### src/rtl/pipe_hazard_ctrl.sv
// Pipeline hazard control: in-flight write scoreboard, operand forwarding selects,
// load-use / no-forward stalls and branch squash or freeze for the 8-bit MCU core.
module pipe_hazard_ctrl #(
  parameter int RA_W    = 3,
  parameter int DEPTH   = 3,
  parameter int FWD_EN  = 1,
  parameter int BR_MODE = 0,
  parameter int R0_ZERO = 0,
  parameter int CNT_W   = 16,
  localparam int SEL_W  = $clog2(DEPTH + 1)
) (
  input  logic             clk,
  input  logic             reset,
  input  logic             dec_valid,
  input  logic [RA_W-1:0]  dec_aa,
  input  logic [RA_W-1:0]  dec_ba,
  input  logic             dec_ma,
  input  logic             dec_mb,
  input  logic             dec_rw,
  input  logic [RA_W-1:0]  dec_da,
  input  logic             dec_ld,
  input  logic             dec_br,
  input  logic             ex_br_valid,
  input  logic             ex_br_taken,
  output logic             stall_if,
  output logic             flush_if,
  output logic             bubble_id,
  output logic [SEL_W-1:0] fwd_a_sel,
  output logic [SEL_W-1:0] fwd_b_sel,
  output logic [CNT_W-1:0] hz_cnt
);

  typedef enum logic {RUN, BR_WAIT} state_e;

  state_e                     state_q, state_d;
  logic [DEPTH-1:0]           sb_v_q, sb_rw_q, sb_ld_q;
  logic [DEPTH-1:0][RA_W-1:0] sb_da_q;
  logic [DEPTH-1:0]           sb_v_d, sb_rw_d, sb_ld_d;
  logic [DEPTH-1:0][RA_W-1:0] sb_da_d;
  logic [CNT_W-1:0]           hz_cnt_q, hz_cnt_d;
  logic [SEL_W:0]             match_a, match_b;
  logic                       hazard;

  // Returns {hazard, select}; scanning oldest to youngest lets the youngest match win.
  function automatic logic [SEL_W:0] src_match(input logic used, input logic [RA_W-1:0] addr);
    logic [SEL_W:0] res;
    res = '0;
    for (int k = DEPTH - 1; k >= 0; k--) begin
      if (used && sb_v_q[k] && sb_rw_q[k] && (sb_da_q[k] == addr) &&
          !((R0_ZERO != 0) && (addr == '0))) begin
        if ((FWD_EN != 0) && (!sb_ld_q[k] || (k == DEPTH - 1)))
          res = {1'b0, SEL_W'(k + 1)};
        else
          res = {1'b1, {SEL_W{1'b0}}};
      end
    end
    return res;
  endfunction

  always_comb begin
    match_a   = src_match(dec_valid & ~dec_ma, dec_aa);
    match_b   = src_match(dec_valid & ~dec_mb, dec_ba);
    hazard    = match_a[SEL_W] | match_b[SEL_W];
    fwd_a_sel = match_a[SEL_W-1:0];
    fwd_b_sel = match_b[SEL_W-1:0];
  end

  always_comb begin
    state_d   = state_q;
    stall_if  = hazard;
    bubble_id = hazard;
    flush_if  = 1'b0;
    if (BR_MODE == 0) begin
      if (ex_br_valid && ex_br_taken) begin
        flush_if  = 1'b1;
        bubble_id = 1'b1;
        stall_if  = 1'b0;
      end
    end else begin
      case (state_q)
        RUN: begin
          if (dec_valid && dec_br && !hazard) state_d = BR_WAIT;
        end
        BR_WAIT: begin
          if (ex_br_valid) begin
            state_d = RUN;
            if (ex_br_taken) begin
              flush_if  = 1'b1;
              bubble_id = 1'b1;
              stall_if  = 1'b0;
            end
          end else begin
            stall_if  = 1'b1;
            bubble_id = 1'b1;
          end
        end
        default: state_d = RUN;
      endcase
    end
  end

  // A bubbled decode slot enters EX as an invalid entry.
  always_comb begin
    sb_v_d  = {sb_v_q[DEPTH-2:0], dec_valid & ~bubble_id};
    sb_rw_d = {sb_rw_q[DEPTH-2:0], dec_rw};
    sb_ld_d = {sb_ld_q[DEPTH-2:0], dec_ld};
    sb_da_d = {sb_da_q[DEPTH-2:0], dec_da};
    hz_cnt_d = hz_cnt_q;
    if ((stall_if || bubble_id) && !(&hz_cnt_q)) hz_cnt_d = hz_cnt_q + 1'b1;
  end

  always_ff @(posedge clk or posedge reset) begin
    if (reset) begin
      state_q  <= RUN;
      sb_v_q   <= '0;
      sb_rw_q  <= '0;
      sb_ld_q  <= '0;
      sb_da_q  <= '0;
      hz_cnt_q <= '0;
    end else begin
      state_q  <= state_d;
      sb_v_q   <= sb_v_d;
      sb_rw_q  <= sb_rw_d;
      sb_ld_q  <= sb_ld_d;
      sb_da_q  <= sb_da_d;
      hz_cnt_q <= hz_cnt_d;
    end
  end

  assign hz_cnt = hz_cnt_q;

endmodule

### config.mk
export PLATFORM = sky130hd
export DESIGN_NAME = pipe_hazard_ctrl
export DESIGN_NICKNAME = d
export VERILOG_FILES = /design/src/rtl/pipe_hazard_ctrl.sv
export SDC_FILE = /design/constraint.sdc
export NUM_CORES = 1
export LEC_CHECK = 0
export CAP_MARGIN = 20
export CORE_UTILIZATION = 50
export CTS_BUF_LIST = sky130_fd_sc_hd__clkbuf_4 sky130_fd_sc_hd__clkbuf_8
export CTS_CLUSTER_SIZE = 40
export DETAILED_ROUTE_END_ITERATION = 10
export MAX_ROUTING_LAYER = met4
export PLACE_DENSITY = 0.85
export SYNTH_ARGS = -nofsm -noshare
export SYNTH_HDL_FRONTEND = slang
export SYNTH_SLANG_ARGS = --single-unit
### constraint.sdc
create_clock -name clk -period 3.8 [get_ports clk]
set_input_delay 0.38 -clock clk [delete_from_list [all_inputs] [get_ports clk]]
set_output_delay 0.38 -clock clk [all_outputs]
set_load 0.02 [all_outputs]
### Word-level counts from Yosys, hierarchy flattened

Index checks and enable logic that the tools add are counted.

* mux-type cells: 11
* add/subtract/negate cells: 1
* reduce and logical (&&, ||, !) cells: 23
* bitwise logic cells: 7
* eq/ne operators: 6

Operators by type and width (number)
* logical AND 1 bit: 20
* == test 3 bit: 6
* two-way mux 3 bit: 6
* adder 16 x 1 -> 16 bit (second input constant): 1
* AND reduction 16 bit: 1
* two-way mux 2 bit: 2
* bitwise AND 1 bit: 3
* two-way mux 1 bit: 3
* NOT 1 bit: 3
* logical NOT 1 bit: 1
* logical OR 1 bit: 1
* OR 1 bit: 1

* register bits after elaboration: 33
* output and inout bits: 23

### Longest topological paths before layout

* depth in word-level cells: 12
* gate-level depth with buffers: 8
* gate-level depth less buffers: 7

### Least setup slack after synthesis

Ideal clock, no wire load.

* path kind: flip-flop to output port
* start: register sb_da_q (netlist bit sb_da_d[4])
* end: output port stall_if
* buffers on the path: 0
* slack: 1.715 ns
* data arrival time: 1.705 ns
* stages on the path, launching flop included: 6
* path through: dfrtp_1 xnor2_1 nand4_1 nor3_1 mux2_2 a31oi_1

* cells in the longest elaborated chain, start to end: 5

Ends and longest elaborated chain
* start, declared: RTL line 37 `logic [DEPTH-1:0][RA_W-1:0] sb_da_q;`
* start signal, assigned: RTL line 118 `sb_da_q <= '0;`
* start signal, assigned: RTL line 125 `sb_da_q <= sb_da_d;`
* == test 3 bit: RTL line 49 `if (used && sb_v_q[k] && sb_rw_q[k] && (sb_da_q[k] == addr) &&`
* logical AND 1 bit: RTL line 49
* two-way mux 3 bit: RTL line 49
* OR 1 bit (*): RTL line 63 `hazard = match_a[SEL_W] | match_b[SEL_W];`
* two-way mux 1 bit (*): RTL line 74 `if (ex_br_valid && ex_br_taken) begin`
* end, declared: RTL line 25 `output logic stall_if,`

Mark *: on every way between the ends. The rest lies on a longest branch, timed or not.

### Worst setup path in the final report

* start: input port dec_valid
* end: output port stall_if

* cells in the longest elaborated chain, start to end: 8

Ends and longest elaborated chain
* start, declared: RTL line 14 `input logic dec_valid,`
* bitwise AND 1 bit (on tied branches): RTL line 61, 62
* logical AND 1 bit (3 in series): RTL line 49
* two-way mux 3 bit (2 in series): RTL line 49
* OR 1 bit (*): RTL line 63
* two-way mux 1 bit (*): RTL line 74

Marks and branches as above.

==> metrics.txt <==
Design Power 0.872 mW; layout cell share with drive strength beyond 1 10.4%; global route overflow 0; # H-tree levels 2; critical path, cell by cell clkdlybuf4s50_1 -> nor2b_1 -> nand4_1 -> nor3_1 -> mux2_2 -> a31oi_1 -> clkdlybuf4s50_1; Buf/Inv on CP 2; ys async rst share 100%; number of DRC markers in iteration 0 65; initial antenna violation count 0; Routed WL per cell 16.1 um; setup skew after layout 0.0112 ns; top post-synthesis cells by area dfrtp_1 53%, xnor2_1 11%, xor2_1 6.2%; Avg Cell Area, Syn 11.7 um2; cell mode on critical path clkdlybuf4s50_1; Die Span Y 58.0 um; r2r startpoint sb_da_d[4]$_DFF_PP0_; clk_lat worst skew 0.34 ns; CP Depth 7; vias in the first global route 1,252; Clock Tree Root clkbuf_4; DRT Wirelength 3420 um; clk sinks 33; post-placement cell area 2000 um2; Final Hold Slack 0.411 ns; CTS max path bufs 2; Final period util 85.4%; 1st-pass router iterations 7; reg-to-reg critical path endpoint hz_cnt[1]$_DFFE_PP0P_; standard-cell rows 19; largest net degree at the start of global routing 34; Place WS 0.615 ns; ant diodes 0; end of the critical path stall_if; worst path required time 3.42 ns; Post-DP HPWL 2570 um; synthesized cell area 1570 um2; Reg clk slew, reported paths 0.11 ns; total negative slack 0 ns; final hold violation count 0; Crit Path Max Fanout 6; EDFF count, synth 0; vias after detailed routing 1,210; VDD IR max 0.000338 V; flop-to-flop setup slack 1.39 ns; via/cell ratio 5.68; Post-Route Utilization 72.4%; Hold WC Path Type in2async; crit path from dec_valid; FF-to-FF path depth 6; Synth top area share 52.8%; nets 201; failing checks design-rule violations; max-slew violation count 0; Boundary Pins 42; Crit path max-delay family buffers and inverters; area delta synth->final 32.0%; Slowest cell on crit path clkdlybuf4s50_1; Worst Setup End Kind primary output; Worst Tran Pin Value 0.477 ns; CORE AREA 2850 um2; Final setup viols 0; Mapped Nets 154; count of cell types in the netlist 31; Die ar. 3360 um2; hold buffers post-CTS 0; Cells after Synth 134; gpl congestion 0.908; ANT nets after route 0; Tmin final 3.25 ns; RSZ-0062 raised after global routing false; die outline width 58.0 um; Max-Cap Viols 0; fin cells 213; Final Cell Area 2070 um2; WP data arrival 2.87 ns; most common cell in the synthesized netlist dfrtp_1; outcome complete, but fails checks; register area share after synthesis 52.8%; DRC Markers 3; most frequent cells after synthesis 33 x dfrtp_1, 20 x xnor2_1, 11 x xor2_1, 9 x nand3_1, 8 x nand4_1; first-pass GRT wire length 5720 um; Crit path largest cell delay 0.62 ns; CTS tree yes; Resized Gates After CTS 0; number of buffers created by CTS 5; Slew headroom 68.0%; power per cell area 422 nW/um2; Achievable Freq 0.308 GHz; cell taking the most area after synthesis dfrtp_1; postcts setup bufs 0; leakage power 0.870 nW; Placed Instances 205; total track usage 24.1%; startpoint type of the worst setup path input port; worst setup margin 0.554 ns; synthesized flop and latch total 33; Top FF cell, synth dfrtp_1; Starting Density 54.9%; number of port buffers 40; Syn. warnings 0; Crit Path Class in2out
[layout by cell type (no fill, tap or decap), types with 5 or more instances in the layout]
master / instances
clkbuf_4: 5
and3_1: 5
nand3_1: 9
nand2_1: 7
clkdlybuf4s50_1: 40
xor2_1: 11
nand4_1: 8
xnor2_1: 20
dfrtp_1: 33
[cell families (layout without fill, tap and decap cells)]
group | Yosys count | after routing | share of synthesized area [%]
flops | 33 | 33 | 52.8
mux | 5 | 5 | 3.52
buf+inv | 5 | 53 | 1.68
simple gates | 53 | 53 | 21.2
fa+ha+maj | 1 | 1 | 0.799
compound gates | 6 | 6 | 2.72
xor+xnor | 31 | 31 | 17.3
[metal layers]
layer | up-vias | share of wire, % | GRT usage [%]
met4 | 0 | 3.1 | 11.9
met1 | 572 | 42 | 28.6
met2 | 55 | 49 | 36.5
met3 | 15 | 6.5 | 8.48
met5 | - | 0 | -
li1 | 568 | - | -
[layout make-up]
class | instances | area [um2]
Clock buffer | 6 | 51.3
Clock inverter | 2 | 13.8
Timing Repair Buffer | 41 | 408
Fill cell | 208 | 787
Sequential cell | 33 | 826
Tap cell | 31 | 38.8
Multi-Input combinational cell | 96 | 713
Inverter | 4 | 15.0
[report_power, final]
part           leakage [nW]  switching [mW]  internal, mW
combinational         0.420           0.102         0.114
sequential            0.412          0.0522         0.391
clock                0.0382           0.122        0.0901
total                 0.870           0.277         0.595
[worst reg2reg max path: cells and delay by family, from the launching register on]
family	cells	cell delay, ns
AO/OA/AOI/OAI	1	0.33
XOR/XNOR	1	0.20
flip-flops	1	0.45
multiplexers	2	0.83
AND/OR/NAND/NOR	2	0.50
[how the worst min path moves through the flow]
stage / startpoint / end / cells after the start
floorplan: sb_v_q[0]$_DFF_PP0_ / sb_v_q[1]$_DFF_PP0_ / 0
global placement: sb_v_q[1]$_DFF_PP0_ / sb_v_q[2]$_DFF_PP0_ / 0
detailed placement: sb_v_q[1]$_DFF_PP0_ / sb_v_q[2]$_DFF_PP0_ / 0
CTS: reset / hz_cnt[4]$_DFFE_PP0P_ / 3
global route: reset / sb_rw_q[0]$_DFF_PP0_ / 3
finish: reset / hz_cnt[4]$_DFFE_PP0P_ / 3
[sequential cells by signal, summed over array words and instances, names as in the netlist]
signal and flops:
hz_cnt 16, sb_da_d 6, sb_da_q 3, sb_ld_q 2, sb_rw_q 3, sb_v_q 3
No activity file was read; power rests on OpenSTA's default activity.
